### config.mk
export PLATFORM = sky130hd
export DESIGN_NAME = nco_sweep_ctrl
export DESIGN_NICKNAME = d
export VERILOG_FILES = /design/src/rtl/nco_sweep_pkg.sv /design/src/rtl/nco_phase_acc.sv /design/src/rtl/nco_sweep_ctrl.sv
export SDC_FILE = /design/constraint.sdc
export NUM_CORES = 1
export LEC_CHECK = 0
export CORE_ASPECT_RATIO = 0.6
export CORE_UTILIZATION = 56
export CTS_CLUSTER_DIAMETER = 200
export DETAILED_ROUTE_END_ITERATION = 6
export HOLD_SLACK_MARGIN = 0.12
export PLACE_DENSITY = 0.81
export SLEW_MARGIN = 20
export SYNTH_ARGS = -nofsm -noshare
export SYNTH_HDL_FRONTEND = slang
export SYNTH_SLANG_ARGS = --single-unit
### constraint.sdc
create_clock -name sys_clk -period 8.3 [get_ports sys_clk]
set_clock_uncertainty 0.05 [all_clocks]
set_input_delay 1.66 -clock sys_clk [delete_from_list [all_inputs] [get_ports sys_clk]]
set_output_delay 1.66 -clock sys_clk [all_outputs]
set_load 0.1 [all_outputs]
### src/rtl/nco_sweep_pkg.sv
// Shared widths, reset increment, sweep state encoding and the
// down-to-up phase mapping used by the NCO sweep controller.
package nco_sweep_pkg;

   localparam int SWEEP_PW          = 19;
   localparam int SWEEP_UPW         = 23;
   localparam int SWEEP_DWELL_W     = 16;
   localparam int SWEEP_DEFAULT_INC = 80652;

   typedef enum logic [2:0] {
      IDLE  = 3'd0,
      ARM   = 3'd1,
      DWELL = 3'd2,
      STEP  = 3'd3,
      DONE  = 3'd4
   } sweep_state_e;

   // Up-converter runs the inverted LO at 16x phase resolution.
   function automatic logic [SWEEP_UPW-1:0] phase_to_up(input logic [SWEEP_PW-1:0] phase);
      return SWEEP_UPW'(0) - {phase, 4'b0000};
   endfunction

endpackage

### src/rtl/nco_phase_acc.sv
// Free-running LO phase accumulator with the matching up-converter phase.
module nco_phase_acc
   import nco_sweep_pkg::*;
#(
   parameter int PW  = SWEEP_PW,
   parameter int UPW = SWEEP_UPW
) (
   input  logic           sys_clk,
   input  logic           rst_n,
   input  logic [PW-1:0]  inc_i,
   output logic [PW-1:0]  phase_o,
   output logic [UPW-1:0] phase_up_o
);

   logic [PW-1:0] phase_q;
   logic [PW-1:0] phase_d;

   assign phase_d = phase_q + inc_i;

   always_ff @(posedge sys_clk or negedge rst_n) begin
      if (!rst_n) begin
         phase_q <= '0;
      end else begin
         phase_q <= phase_d;
      end
   end

   assign phase_o    = phase_q;
   assign phase_up_o = phase_to_up(phase_q);

endmodule

### src/rtl/nco_sweep_ctrl.sv
// LO sweep sequencer: linear increment sweep aligned to sample_ce, driving the
// shared phase accumulator. Optional DAC muting around LO jumps: SWEEP_DAC_MUTE_EN.
module nco_sweep_ctrl
   import nco_sweep_pkg::*;
#(
   parameter int             PW          = SWEEP_PW,
   parameter int             UPW         = SWEEP_UPW,
   parameter int             DWELL_W     = SWEEP_DWELL_W,
   parameter logic [PW-1:0]  DEFAULT_INC = PW'(SWEEP_DEFAULT_INC)
) (
   input  logic               sys_clk,
   input  logic               rst_n,
   input  logic [PW-1:0]      cfg_start_inc,
   input  logic [PW-1:0]      cfg_stop_inc,
   input  logic [PW-1:0]      cfg_step,
   input  logic [DWELL_W-1:0] cfg_dwell,
   input  logic               cfg_loop,
   input  logic               cmd_start,
   input  logic               cmd_abort,
   input  logic               sample_ce,
   output logic [PW-1:0]      phase_out,
   output logic [UPW-1:0]     phase_up_out,
   output logic [PW-1:0]      phase_inc,
   output logic               busy,
   output logic               done,
   output logic               dac_mute
);

   sweep_state_e       state_q, state_d;
   logic [PW-1:0]      inc_q, inc_d;
   logic [DWELL_W-1:0] cnt_q, cnt_d;

   logic [PW-1:0]      start_q, stop_q, step_q;
   logic [DWELL_W-1:0] reload_q;
   logic               loop_q, down_q;
   logic               accept;

   logic [PW:0]        up_next, dn_next, next_inc;
   logic               passes_stop;

   // One extra bit so a step past either rail shows up as a carry/borrow.
   assign up_next = {1'b0, inc_q} + {1'b0, step_q};
   assign dn_next = {1'b0, inc_q} - {1'b0, step_q};

   always_comb begin
      next_inc    = up_next;
      passes_stop = up_next[PW] | (up_next[PW-1:0] > stop_q);
      if (down_q) begin
         next_inc    = dn_next;
         passes_stop = dn_next[PW] | (dn_next[PW-1:0] < stop_q);
      end
   end

   always_comb begin
      state_d = state_q;
      inc_d   = inc_q;
      cnt_d   = cnt_q;
      accept  = 1'b0;
      case (state_q)
         IDLE: begin
            if (cmd_start && !cmd_abort) begin
               accept  = 1'b1;
               state_d = ARM;
            end
         end
         ARM: begin
            if (sample_ce) begin
               inc_d   = start_q;
               cnt_d   = reload_q;
               state_d = DWELL;
            end
         end
         DWELL: begin
            if (sample_ce) begin
               if (cnt_q == '0) begin
                  state_d = STEP;
               end else begin
                  cnt_d = cnt_q - DWELL_W'(1);
               end
            end
         end
         STEP: begin
            if (inc_q == stop_q) begin
               state_d = loop_q ? ARM : DONE;
            end else if (step_q == '0) begin
               inc_d   = stop_q;
               state_d = DONE;
            end else if (passes_stop) begin
               // Clamped stop value still gets its own full dwell.
               inc_d   = stop_q;
               cnt_d   = reload_q;
               state_d = DWELL;
            end else begin
               inc_d   = next_inc[PW-1:0];
               cnt_d   = reload_q;
               state_d = DWELL;
            end
         end
         DONE: begin
            state_d = IDLE;
         end
         default: begin
            state_d = IDLE;
         end
      endcase
      if (state_q != IDLE && cmd_abort) begin
         state_d = IDLE;
         inc_d   = inc_q;
      end
   end

   always_ff @(posedge sys_clk or negedge rst_n) begin
      if (!rst_n) begin
         state_q <= IDLE;
         inc_q   <= DEFAULT_INC;
      end else begin
         state_q <= state_d;
         inc_q   <= inc_d;
      end
   end

   always_ff @(posedge sys_clk) begin
      cnt_q <= cnt_d;
      if (accept) begin
         start_q  <= cfg_start_inc;
         stop_q   <= cfg_stop_inc;
         step_q   <= cfg_step;
         reload_q <= (cfg_dwell == '0) ? '0 : cfg_dwell - DWELL_W'(1);
         loop_q   <= cfg_loop;
         down_q   <= (cfg_start_inc > cfg_stop_inc);
      end
   end

   nco_phase_acc #(
      .PW  (PW),
      .UPW (UPW)
   ) u_acc (
      .sys_clk    (sys_clk),
      .rst_n      (rst_n),
      .inc_i      (inc_q),
      .phase_o    (phase_out),
      .phase_up_o (phase_up_out)
   );

   assign phase_inc = inc_q;
   assign busy      = (state_q != IDLE);
   assign done      = (state_q == DONE);

`ifdef SWEEP_DAC_MUTE_EN
   logic mute_pend_q;

   // Pending flag covers the first sample period after every entry into DWELL.
   always_ff @(posedge sys_clk or negedge rst_n) begin
      if (!rst_n) begin
         mute_pend_q <= 1'b0;
      end else begin
         mute_pend_q <= (state_d == DWELL) &&
                        ((state_q != DWELL) || (mute_pend_q && !sample_ce));
      end
   end

   assign dac_mute = (state_q == ARM) || (state_q == STEP) ||
                     ((state_q == DWELL) && mute_pend_q);
`else
   assign dac_mute = 1'b0;
`endif

endmodule

==> results of run 1 <==
## worst paths after layout
| kind | slack (ns) | from | to |
|---|---|---|---|
| worst min register to register | 0.44 | start_q[16]$_DFFE_PP_ | phase_inc[16]$_DFFE_PN1P_ |
| worst max-delay path | 2.87 | phase_inc[1]$_DFFE_PN0P_ | phase_inc[17]$_DFFE_PN0P_ |
| min in group asynchronous | 1.18 | rst_n | u_acc.phase_o[18]$_DFF_PN0_ |
| worst min-delay path | 0.44 | start_q[16]$_DFFE_PP_ | phase_inc[16]$_DFFE_PN1P_ |
| max in group asynchronous | 6.58 | rst_n | phase_inc[7]$_DFFE_PN0P_ |
| worst max register to register | 2.87 | phase_inc[1]$_DFFE_PN0P_ | phase_inc[17]$_DFFE_PN0P_ |
## cells in the mapped netlist, types with 5 or more instances
library cell  number
ha_1             115
inv_1            107
nor2_1            94
edfxtp_1          91
xnor2_1           79
nand2_1           74
a21oi_1           60
o21ai_0           60
nor3_1            36
dfrtp_1           33
xor2_1            32
clkbuf_1          21
nor4_1            20
a21o_1            19
nand3_1           19
nor2b_1           16
nand4_1           15
a31oi_1           14
mux2i_1           13
nand2b_1          12
or3_1             12
o21a_1            10
a211oi_1           9
buf_2              8
dfstp_2            8
o21bai_1           8
o31ai_1            8
buf_4              7
o211ai_1           7
or2_2              7
or4_1              6
a211o_1            5
and2_1             5
nor3b_1            5
o22ai_1            5
## cell usage in the layout (no fill, tap or decap), types with 5 or more instances in the layout
cell,n
conb_1,5
inv_1,107
nand4_1,15
inv_6,6
a211oi_1,9
or3_1,12
o21bai_1,8
buf_4,6
nor4_1,19
nand2b_1,12
o21ai_0,60
a21oi_1,60
nand2_1,74
ha_1,115
o22ai_1,5
or2_2,7
o21a_1,10
nand3_1,19
clkdlybuf4s50_1,136
dfstp_2,8
xnor2_1,79
a31oi_1,14
or4_1,6
o211ai_1,7
xor2_1,32
clkbuf_16,17
edfxtp_1,91
nor2_1,93
a211o_1,5
and2_1,5
o31ai_1,8
dfrtp_1,33
a21o_1,19
mux2i_1,13
nor2b_1,16
nor3_1,36
## registers in the layout (all words and copies together), names as in the netlist
| name | flops |
|---|---|
| u_acc.phase_o | 19 |
| phase_inc | 19 |
| cnt_q | 16 |
| reload_q | 16 |
| down_q | 1 |
| step_q | 19 |
| start_q | 19 |
| stop_q | 19 |
| state_q | 3 |
| loop_q | 1 |
## per-layer routing
layer	vias to the layer above	global-route usage
li1	4212	-
met1	4114	0.482
met2	454	0.426
met3	33	0.0780
met4	0	0.0726
met5	-	0
## kinds of logic (layout without fill, tap and decap cells)
group	Yosys count	in the layout	synth area share
mux	15	15	0.0148
flops	132	132	0.365
buf+inv	147	281	0.0598
simple gates	336	336	0.162
other cells	1	5	0.000363
fa+ha+maj	118	118	0.145
compound gates	248	248	0.160
xor+xnor	111	111	0.0941
## worst register-to-register path, delay by kind of cell, from the launching register on
kind,cells,cell delay [ns]
AND/OR/NAND/NOR,6,0.92
AO/OA/AOI/OAI,9,2.39
adder cells (fa/ha/maj),2,0.77
flip-flops,1,0.60
XOR/XNOR,1,0.15
buffers and inverters,2,0.44
## metrics by stage
step / cells / area, um^2 / hold slack (ns)
finish: 1486 / 12400 / 0.443
floorplan: 1112 / 10300 / 0.398
CTS: 1486 / 12400 / 0.445
global route: 1486 / 12400 / 0.474
global placement: 1454 / 11900 / 0.412
detailed placement: 1454 / 11900 / 0.427
## final cells by class
cell class | count | area (um^2)
Clock buffer | 17 | 425
Clock inverter | 15 | 136
Fill cell | 1388 | 5650
Inverter | 107 | 402
Multi-Input combinational cell | 833 | 5980
Sequential cell | 132 | 3770
Tap cell | 240 | 300
Timing Repair Buffer | 142 | 1410
==> flow_summary.ini, run 1 <==
[floorplan]
num_rows = 38
die_area_mm2 = 0.0190
start_util = 0.572
die_w_um = 177
ios = 143
fp.dieH_um = 107
core_area_mm2 = 0.0181

[logic_synthesis]
ys.flop_type = edfxtp_1
synth_edf_count = 91
synth-async-reset-ratio = 0.311
netlist_area_mm2 = 0.0103
seq_area_frac_synth = 0.365
synth_top_area_cell = edfxtp_1
synthTopCellsByArea = edfxtp_1, ha_1, dfrtp_1
syn_inst = 1108
synth-seq-cells = 132
synth_cell_types = 73
yosys_warnings = 0
synth_top_cell_area_share = 0.264
syn_avg_cell_area_um2 = 9.33

[critical_path]
cp_top_family = compound AO/OA/AOI/OAI gates
slowest_stage = a32o_2
start_kind = register
crit_cells = 20
r2r_cells = 20
slowest_delay_ns = 0.64
critPathMaxFanout = 31
path_buf_inv = 2
path_cells = inv_1 > fa_1 > or2_2 > a221oi_2 > o41ai_2 > a211oi_1 > o41a_1 > a21oi_1 > nor2_1 > nor2_1 > xnor2_1 > ha_1 > nand3_1 > nor3_1 > nand2_1 > o21ai_0 > a32o_2 > inv_1 > a211o_1 > a21o_1
cp.required_ns = 8.57
critPathKind = reg -> reg
end_kind = register
crit_arrival_ns = 5.70

[sta]
setup_viol = 0
tns_ns = 0
fin_crit_ns = 5.43
clock.fmax_mhz = 184
hold_viol = 0
finalMaxSlewViolations = 0
rsz0062_at_grt = false
worst_pin_slew_ns = 1.05
worst_slack_ns = 2.87
slew_headroom = 0.297
layout_worst_path_cycle_share = 0.654

[clock_network]
cts_tree = yes
clk_latency_ns = 0.42
post_cts_buffers = 0
clk_pin_slew_ns = 0.07
clock_sinks = 132
cts_buffers = 17
root_buffer = clkbuf_16
h-tree-depth = 4
holdBufCountCts = 0
ctsLongestPathBuffers = 2
ctsResizeCount = 0

[final_layout]
fin_nets = 1430
antenna_cells = 0
synthToLayoutAreaGrowth_pct = 20.1
layout-drive-gt1-share = 0.0602
finish.utilization = 0.687

[global_routing]
grt_max_degree = 42
grt_pass1_wl_mm = 45.1
antenna_found_initial = 0
first_global_vias = 8353
grtUsageTotal = 0.311
grt_overflow = 0

[route]
wl_met2_mm = 10.8
via_per_inst = 5.93
routed_wl_mm = 28.5
first_iter_violations = 1225
routedWlPerCell_um = 19.2
first_pass_iters = 5
met1_length_mm = 13.8
dr_total_vias = 8813
dr_wl_met3_mm = 3.41
drtAntennaViolNets = 0
dr.max_layer_used = met4
drc = 0

[outcome]
status = completed

[place]
gp_congestion = 0.917
place_ws_ns = 3.01
dp_hpwl_mm = 22.0
port_buffers = 137

[run]
cap_violations = 0

[worst_hold_path]
hold_class = reg -> reg
hold_depth = 2
Power of run 1 is left out: the tool's default activity adds up to more than one toggle a clock period on the data nets, which glitch-free logic cannot reach.
==> run 2: changes to the inputs <==
clock period = 5 ns   (was 8.3 ns; I/O delays follow)
==> flow_summary.ini, run 2 (same netlist as run 1, synthesis figures left out) <==
[floorplan]
die_area_mm2 = 0.0190
num_rows = 38
start_util = 0.572
core_area_mm2 = 0.0181
die_w_um = 177
fp.dieH_um = 107
ios = 143

[clock_network]
h-tree-depth = 4
cts_tree = yes
ctsLongestPathBuffers = 2
root_buffer = clkbuf_16
cts_buffers = 17
clock_sinks = 132
clk_pin_slew_ns = 0.07
clk_latency_ns = 0.42

[sta]
hold_viol = 0
worst_pin_slew_ns = 1.02
worst_slack_ns = 0.252
setup_viol = 0
slew_headroom = 0.317
finalMaxSlewViolations = 0
layout_worst_path_cycle_share = 0.950
clock.fmax_mhz = 211
tns_ns = 0
fin_crit_ns = 4.75
whs_ns = 0.442

[critical_path]
slowest_delay_ns = 0.41
slowest_stage = ha_1
end_kind = register
path_cells = inv_1 > ha_1 > o211a_1 > o31ai_2 > a31oi_2 > a41oi_2 > a21oi_2 > nor2b_1 > nor2_1 > xnor2_1 > ha_1 > a21o_1 > o221a_2 > o22ai_1 > nor3_1 > a41o_1 > a32o_4 > buf_4 > and3_1 > o31a_1 > a21oi_2
critPathMaxFanout = 9
critPathKind = reg -> reg
start_kind = register
cp.required_ns = 5.30
reg2reg_slack_ns = 0.25
crit_arrival_ns = 5.04

[route]
drtAntennaViolNets = 0
first_pass_iters = 5
via_per_inst = 5.96
first_iter_violations = 1242
dr_total_vias = 9071
routedWlPerCell_um = 19.5
drc = 0
routed_wl_mm = 29.7

[place]
dp_hpwl_mm = 22.9
gp_congestion = 0.951
port_buffers = 137
place_ws_ns = 0.0632

[final_layout]
finish.utilization = 0.708
synthToLayoutAreaGrowth_pct = 23.8
layout_common_cells = clkdlybuf4s50_1, ha_1, inv_1
antenna_cells = 0
layout-drive-gt1-share = 0.104
fillers = 1358
layout_commonest_cell = clkdlybuf4s50_1
fin_nets = 1467

[global_routing]
grt_overflow = 0
grt_pass1_wl_mm = 45.6
first_global_vias = 8210
grt_max_degree = 42
grtUsageTotal = 0.319
antenna_found_initial = 0

[worst_hold_path]
hold_class = reg -> reg

[run]
cap_violations = 0

[outcome]
status = completed
run 2: cell count changes in the layout (fill, tap and decap cells not counted), sizes merged:
cell,change
bufinv,+1
inv,-7
clkbuf,+5
clkinvlp,-1
buf,+47
clkdlybuf4s50,-10
clkinv,+2
run 2: metal layers:
metal / track usage / up-vias / part of all wire
li1: - / 4300 / -
met1: 0.506 / 4268 / 0.49
met2: 0.424 / 485 / 0.38
met3: 0.0908 / 18 / 0.12
met4: 0.0556 / 0 / 0.0094
met5: 0 / - / 0
run 2: metrics by stage:
step | std cells | cell area (um^2)
final | 1523 | 12800
after global routing | 1523 | 12800
after CTS | 1516 | 12700
after detailed placement | 1484 | 12100
after global placement | 1484 | 12100
after floorplan | 1112 | 10400
run 2: timing repair:
item / in CTS / in global routing
setup buffers: 0 / 7
hold buffers: 0 / 0
setup endpoints to repair: 5 / 19
pin swaps: 0 / 5
gates resized for setup: 1 / 17
run 2: area by class of cell:
cell class / count / area (um^2) / share of cell area
Sequential cell: 132 / 3770 / 0.295
Inverter: 107 / 402 / 0.0314
Timing Repair Buffer: 179 / 1660 / 0.129
Tap cell: 240 / 300 / 0.0235
Clock buffer: 22 / 497 / 0.0388
Multi-Input combinational cell: 833 / 6070 / 0.475
Clock inverter: 10 / 96.3 / 0.00753
run 2: final timing paths:
check                                           start                     endpoint  cells past startpoint
worst max register to register    step_q[4]$_DFFE_PP_     phase_inc[6]$_DFFE_PN0P_                     21
min in group asynchronous                       rst_n  u_acc.phase_o[16]$_DFF_PN0_                      2
max in group asynchronous                       rst_n     phase_inc[1]$_DFFE_PN0P_                      2
worst min register to register  start_q[16]$_DFFE_PP_    phase_inc[16]$_DFFE_PN1P_                      2
worst min-delay path            start_q[16]$_DFFE_PP_    phase_inc[16]$_DFFE_PN1P_                      2
worst max-delay path              step_q[4]$_DFFE_PP_     phase_inc[6]$_DFFE_PN0P_                     21
run 2: worst max-delay path: cells and delay by family, from the launching register on:
family | cells | cell delay, ns
AO/OA/AOI/OAI | 12 | 2.58
adder cells (fa/ha/maj) | 2 | 0.66
AND/OR/NAND/NOR | 4 | 0.54
flip-flops | 1 | 0.40
buffers and inverters | 2 | 0.28
XOR/XNOR | 1 | 0.17
Power of run 2 is left out for the same reason.
==> run 3: changes to the inputs <==
ABC_AREA = 1   (was unset)
CORE_UTILIZATION = 57   (was 56)
PLACE_DENSITY = 0.82   (was 0.81)
TNS_END_PERCENT = 50   (was unset)
==> flow_summary.ini, run 3 <==
[outcome]
status = completed

[place]
gp_congestion = 1.01
port_buffers = 137
post_dp_cell_area_mm2 = 0.0127
dp_hpwl_mm = 29.8

[logic_synthesis]
synth-async-reset-ratio = 0.311
synth_top_area_cell = edfxtp_1
yosys_warnings = 0
synth_top_cell_area_share = 0.247
seq_area_frac_synth = 0.340
synthTopCellsByCount = nand2_1, inv_1, nor2_1
ys.flop_type = edfxtp_1
netlist_area_mm2 = 0.0111
synth_edf_count = 91
yosysMostFrequentCell = nand2_1
syn_avg_cell_area_um2 = 7.49
syn_inst = 1479
synthTopCellsByArea = edfxtp_1, ha_1, nand2_1
synth_cell_types = 49
synth-seq-cells = 132

[critical_path]
cp.required_ns = 3.95
reg2reg_slack_ns = 0.67
setup.worst_path.end = phase_up_out[12]
start_kind = register
r2r_cells = 25
critPathMaxFanout = 4
critPathKind = reg -> out
end_kind = primary output
crit_arrival_ns = 3.33
timing.rr.start = phase_inc[0]$_DFFE_PN0P_
critPathLaunch = u_acc.phase_o[1]$_DFF_PN0_
r2r_end = phase_inc[15]$_DFFE_PN0P_

[clock_network]
cts_tree = yes
ctsLongestPathBuffers = 2
holdBufCountCts = 0
cts_buffers = 17
clk_latency_ns = 0.45
clock_sinks = 132
ctsResizeCount = 0
root_buffer = clkbuf_16
post_cts_buffers = 0
h-tree-depth = 4
clk_pin_slew_ns = 0.06

[final_layout]
layout-drive-gt1-share = 0.0569
final_area_mm2 = 0.0133
synthToLayoutAreaGrowth_pct = 19.9
fillers = 1558
fin_nets = 1819
layout_commonest_cell = nand2_1
layout_common_cells = nand2_1, inv_1, nor2_1
antenna_cells = 0

[route]
via_per_inst = 5.79
first_iter_violations = 1684
drc = 0
dr_total_vias = 10900
routed_wl_mm = 36.8
first_pass_iters = 6
routedWlPerCell_um = 19.6
drtAntennaViolNets = 0

[global_routing]
antenna_found_initial = 0
grtUsageTotal = 0.378
first_global_vias = 9660
grt_max_degree = 42
grt_overflow = 0
grt_pass1_wl_mm = 55.1

[sta]
setup_viol = 0
worst_pin_slew_ns = 1.01
rsz0062_at_grt = false
fin_crit_ns = 4.38
clock.fmax_mhz = 228
tns_ns = 0
layout_worst_path_cycle_share = 0.876
slew_headroom = 0.324
hold_viol = 0
finalMaxSlewViolations = 0

[run]
cap_violations = 0

[floorplan]
ios = 143
core_area_mm2 = 0.0190
die_w_um = 182
start_util = 0.582
die_area_mm2 = 0.0200
num_rows = 39
fp.dieH_um = 110

[worst_hold_path]
hold_class = reg -> reg
[run 3: cell count changes after synthesis, sizes merged, moves of 23 or more]
cell   previous run  this run
nand3            19       121
xnor2            79        23
nor2             94       145
nand2            74       362
inv             107       215
xor2             32        55
a21oi            62       114
[run 3: layout make-up]
type | count | area (um^2) | share of cell area
Clock buffer | 19 | 443 | 0.0333
Clock inverter | 13 | 150 | 0.0113
Inverter | 216 | 811 | 0.0610
Multi-Input combinational cell | 1100 | 6320 | 0.476
Sequential cell | 132 | 3770 | 0.284
Tap cell | 246 | 308 | 0.0232
Timing Repair Buffer | 155 | 1480 | 0.112
[run 3: kinds of logic (layout without fill, tap and decap cells)]
| kind of cell | Yosys count | after routing | share of synthesized area |
|---|---|---|---|
| and+or+nand+nor | 701 | 701 | 0.270 |
| other | 1 | 5 | 0.000339 |
| AOI/OAI and AO/OA | 198 | 198 | 0.101 |
| adders and majority gates | 118 | 118 | 0.135 |
| xor gates and xnor gates | 78 | 78 | 0.0617 |
| buffers and inverters | 251 | 403 | 0.0914 |
| DFF | 132 | 132 | 0.340 |
[run 3: critical path, stage by stage (launching register included)]
cell,delay (ns)
dfrtp_1,0.45
inv_1,0.21
ha_1,0.22
nand2_1,0.10
nor3_1,0.44
nand3_1,0.16
xor2_1,0.16
clkdlybuf4s50_1,1.14
[run 3: worst min path at each step]
stage          cells past startpoint                  startpoint  slack (ns)                   to
2_1_floorplan                      2   reload_q[6]$_SDFFCE_PN0P_        0.44   cnt_q[6]$_DFFE_PP_
5_1_grt                            2  reload_q[12]$_SDFFCE_PN0P_        0.50  cnt_q[12]$_DFFE_PP_
3_5_place_dp                       2  reload_q[14]$_SDFFCE_PN0P_        0.46  cnt_q[14]$_DFFE_PP_
4_1_cts                            2  reload_q[11]$_SDFFCE_PN0P_        0.48  cnt_q[11]$_DFFE_PP_
3_3_place_gp                       2   reload_q[6]$_SDFFCE_PN0P_        0.45   cnt_q[6]$_DFFE_PP_
6_report                           2  reload_q[14]$_SDFFCE_PN0P_        0.47  cnt_q[14]$_DFFE_PP_
[run 3: metal layers]
metal	wire, um	vias up	share of wire	global-route usage
li1	-	5170	-	-
met1	17200	4949	0.47	0.587
met2	12600	701	0.34	0.468
met3	5980	70	0.16	0.138
met4	960	0	0.026	0.117
met5	0	-	0	0
[run 3: metrics by stage]
step,util,worst slack (ns),hold slack (ns),std cells
floorplan,-,0.303,0.444,1483
global placement,0.667,0.934,0.450,1849
detailed placement,0.667,0.868,0.459,1849
CTS,0.698,0.668,0.476,1881
global route,0.698,0.342,0.495,1881
finish,0.698,0.622,0.474,1881
Power of run 3 is left out for the same reason.
